## src/rtl/bb_dffrs_pipe.sv

```systemverilog
// bb_dffrs_pipe: DEPTH-stage valid/ready register pipeline with bubble collapsing.
// An item advances whenever any stage ahead of it is empty or the output is taken.
// Controls: async active-low reset (data -> RST_VAL), sync active-low set
// (data -> SET_VAL, pipe flushed), and sync clear (pipe flushed, data kept).
module bb_dffrs_pipe #(
  parameter int unsigned    DW      = 2,
  parameter int unsigned    DEPTH   = 4,
  parameter logic [DW-1:0]  RST_VAL = '0,
  parameter logic [DW-1:0]  SET_VAL = DW'(1)
) (
  input  logic                         clk,
  input  logic                         rst_n,
  input  logic                         set_n,
  input  logic                         clr,
  input  logic                         in_valid,
  output logic                         in_ready,
  input  logic [DW-1:0]                in_data,
  output logic                         out_valid,
  input  logic                         out_ready,
  output logic [DW-1:0]                out_data,
  output logic [$clog2(DEPTH+1)-1:0]   count
);

  localparam int unsigned CW = $clog2(DEPTH+1);

  logic [DW-1:0]    data_q [DEPTH];
  logic [DW-1:0]    data_d [DEPTH];
  logic [DEPTH-1:0] valid_q;
  logic [DEPTH-1:0] valid_d;
  logic [DEPTH-1:0] load_en;
  logic [CW-1:0]    count_d;

  // Ready chain: a stage may load if it is empty or the stage after it may load.
  always_comb begin : ready_chain
    logic en;
    load_en = '0;
    en      = out_ready;
    for (int i = DEPTH - 1; i >= 0; i--) begin
      en         = ~valid_q[i] | en;
      load_en[i] = en;
    end
  end

  // Next-state for every stage; data only moves with a valid item so an empty
  // stage keeps whatever it last held.
  always_comb begin
    data_d  = data_q;
    valid_d = valid_q;
    if (!set_n) begin
      for (int i = 0; i < DEPTH; i++) begin
        data_d[i] = SET_VAL;
      end
      valid_d = '0;
    end else if (clr) begin
      valid_d = '0;
    end else begin
      if (load_en[0]) begin
        valid_d[0] = in_valid;
        if (in_valid) begin
          data_d[0] = in_data;
        end
      end
      for (int i = 1; i < DEPTH; i++) begin
        if (load_en[i]) begin
          valid_d[i] = valid_q[i-1];
          if (valid_q[i-1]) begin
            data_d[i] = data_q[i-1];
          end
        end
      end
    end
  end

  // Occupancy is the popcount of next-state valids, so count tracks valid_q exactly.
  always_comb begin
    count_d = '0;
    for (int i = 0; i < DEPTH; i++) begin
      count_d = count_d + CW'(valid_d[i]);
    end
  end

  // Stage registers with asynchronous reset.
  always_ff @(posedge clk or negedge rst_n) begin
    if (!rst_n) begin
      for (int i = 0; i < DEPTH; i++) begin
        data_q[i] <= RST_VAL;
      end
      valid_q <= '0;
      count   <= '0;
    end else begin
      data_q  <= data_d;
      valid_q <= valid_d;
      count   <= count_d;
    end
  end

  // Handshakes are blocked while set or clear is active, and in_ready also
  // drops combinationally while reset is held.
  assign in_ready  = rst_n & set_n & ~clr & load_en[0];
  assign out_valid = valid_q[DEPTH-1] & set_n & ~clr;
  assign out_data  = data_q[DEPTH-1];

endmodule
```

## config.mk

```make
export PLATFORM = sky130hd
export DESIGN_NAME = bb_dffrs_pipe
export DESIGN_NICKNAME = d
export VERILOG_FILES = /design/src/rtl/bb_dffrs_pipe.sv
export SDC_FILE = /design/constraint.sdc
export NUM_CORES = 1
export LEC_CHECK = 0
export ABC_AREA = 0
export CAP_MARGIN = 15
export CORE_MARGIN = 1.5
export CORE_UTILIZATION = 48
export DETAILED_ROUTE_END_ITERATION = 8
export HOLD_SLACK_MARGIN = 0.08
export PLACE_DENSITY = 0.81
export SYNTH_ARGS = -nofsm -noshare
export SYNTH_HDL_FRONTEND = slang
export SYNTH_SLANG_ARGS = --single-unit
```

## constraint.sdc

```tcl
create_clock -name clk -period 3 [get_ports clk]
set_clock_uncertainty 0.2 [all_clocks]
set_input_delay 0.3 -clock clk [delete_from_list [all_inputs] [get_ports clk]]
set_output_delay 0.3 -clock clk [all_outputs]
set_load 0.005 [all_outputs]
```

==> metrics <==
Pwr Total approximately 360 uW; Die Y-Extent approximately 42 um; CP startpoint out_ready; max incr delay on CP around 0.56 ns; Hold Fails Final Rpt 0; number of detailed-route iterations in the first pass 5; CTS Sinks 15; Arrival @ worst endpoint 2.46 ns; Cell Area, Synth ~740 um^2; Tcrit/Tclk final 82.98%; Rel. slew slack 76.06%; Root Driver clkbuf_4; Seq/Total Area, Yosys 50.42%; CP Buf/Inv Count 2; num rows 14; Post-Syn Nets 82; total of max-cap violations 0; critical path endpoint category flop; I/O Buffers 14; YS warnings 0; share of cells above drive strength 1 under 10%; TritonCTS clock tree done; Reg2Reg Launch Point valid_q[2]; Slew Limit Fails 0; most used cell, CP ha_1; antenna violations before repair 0; min Tclk post-route approximately 2.5 ns; Max H-tree Level 1; Post-DP HPWL about 1100 um; Final Core Density 63.52%; CP Max Fanout 4; ant diodes 0; CTS Buf Count 3; die outline width ~42 um; Post-CTS Setup Inserts 0; vias in the first global route about 540; Final TNS setup 0 ns; cell chain of the critical path clkdlybuf4s50_1, nand4b_1, nor2_1, o21ai_0, fa_1, inv_1, ha_1, ha_1; grt total ovfl 0; vias per inst ~5.5; Worst VDD drop roughly 0.22 mV; # nets final 101; Reg clk slew, reported paths ~0.090 ns; Max Freq about 400 MHz; Final Wtd Congestion about 0.82; Layout fillers 127; Worst path slowest cell fa_1; Top Ports 15; R2R depth 7; WS Path Type in2reg; CTS Hold Bufs 0; post-cts resize count 0; Unique masters post-synth 24; Worst Max-Slew Pin Slew between 0.3 and 0.4 ns; delay-heaviest family, CP adder cells; initial core utilization between 50 and 60%; maximum root-to-sink buffer count 2; Worst Path Required around 3.0 ns; CP Launch Type input port; register bit total from synthesis 15; RSZ-0062 raised after global routing no; WP depth 8; P_leak 0.0004242 uW; Min Hold Slack about 0.18 ns; Skew-Pair Late Insertion Delay roughly 0.28 ns; first-pass GRT wire length approximately 2600 um; die area 0.001796 mm^2; Gate Count Post-Synth 71; PwrDens roughly 380 mW/mm^2; GRT Resource Usage Total 20.36%; vias between 500 and 600; core area 0.001471 mm^2; largest net degree at the start of global routing 16; Area growth syn-to-layout 25.55%; syn avg cell area approximately 10 um^2; final setup vio count 0; ANT nets after route 0; outcome finished clean; Post-Route WL between 1500 and 2000 um; Avg WL per Cell roughly 14 um; Iteration-0 DRC Markers 22; Hold Crit Class in2async; DRC viols 0
[sequential cells by signal, indices dropped and copies added, names as in the netlist]
register and flops:
valid_q 4, data_q 6, count 3, out_data 2
[worst reg2reg max path: stages, from the launching register on]
cell,delay [ns]
dfrtp_1,0.44
nand4b_1,0.21
nor2_1,0.21
o21ai_0,0.15
fa_1,0.56
inv_1,0.04
ha_1,0.18
ha_1,0.28
[Yosys cell counts]
master / instances / area (um^2)
dfrtp_1: 15 / 375.4
fa_1: 1 / 20.02
or3_4: 1 / 11.26
and4b_1: 1 / 10.01
o2111ai_1: 1 / 8.760
nand3_1: 4 / 20.02
o221ai_1: 1 / 8.760
nor2b_1: 7 / 43.79
nand2_1: 4 / 15.01
or2b_1: 1 / 7.510
nor2_1: 3 / 11.26
o211ai_1: 2 / 15.01
nand2b_1: 3 / 18.77
nand4b_1: 1 / 8.760
and2_1: 1 / 6.260
inv_1: 6 / 22.52
buf_4: 2 / 15.01
ha_1: 2 / 25.02
a21boi_0: 2 / 15.01
mux2i_1: 4 / 40.04
o21a_1: 1 / 7.510
clkbuf_1: 1 / 3.750
a21oi_1: 2 / 10.01
o21ai_0: 5 / 25.02
[path summary, 6_finish.rpt]
kind | to | slack (ns)
setup / recovery | count[1] | 0.51
hold / removal | out_data[1] | 0.18
setup reg to reg | count[1] | 0.61
hold reg to reg | out_data[0] | 0.33
max in group asynchronous | data_q[2] | 2.24
min in group clk | out_data[0] | 0.33
[metrics by stage]
step / cells / area [um^2] / worst slack (ns)
floorplan: 71 / 744.5 / 0.8370
global placement: 101 / 908.4 / 0.3087
detailed placement: 101 / 908.4 / 0.2235
CTS: 105 / 934.6 / 0.5106
global route: 105 / 934.6 / 0.3646
finish: 105 / 934.6 / 0.5106
[metal layers]
layer | global-route usage [%] | up-vias | share of wire, %
li1 | - | 277 | -
met1 | 26.06 | 278 | 44
met2 | 31.08 | 18 | 49
met3 | 5.603 | 4 | 3.9
met4 | 11.25 | 0 | 2.6
met5 | 0 | - | 0
[cell usage in the layout, fill, tap and decap left out, drive strengths merged]
cell type and instances:
a21boi 2, a21oi 2, and2 1, and4b 1, buf 3, clkbuf 4
clkdlybuf4s50 14, dfrtp 15, fa 1, ha 2, inv 6, mux2i 4
nand2 4, nand2b 3, nand3 4, nand4b 1, nor2 3, nor2b 7
o2111ai 1, o211ai 2, o21a 1, o21ai 5, o221ai 1, or2b 1
or3 1
[report_power, final]
part	internal (uW)	total (uW)	switching (uW)
combinational	19.7	36.9	17.1
sequential	205	207	1.87
clock	51.6	114	62.7
[area by class of cell]
cell class | instances | area [um^2] | share of cell area [%]
Sequential cell | 15 | 375.4 | 40.16
Timing Repair Buffer | 17 | 162.7 | 17.40
Tap cell | 16 | 20.02 | 2.142
Inverter | 6 | 22.52 | 2.410
Clock buffer | 4 | 26.28 | 2.811
Multi-Input combinational cell | 47 | 327.8 | 35.07
[logic make-up (layout without fill, tap and decap cells)]
logic type / after synthesis / in the layout / synth area share, %
buf+inv: 9 / 27 / 5.545
simple gates: 26 / 26 / 20.50
mux: 4 / 4 / 5.378
flops: 15 / 15 / 50.42
compound gates: 14 / 14 / 12.10
fa+ha+maj: 3 / 3 / 6.050
Note: power is estimated with default switching activity, not from simulation.
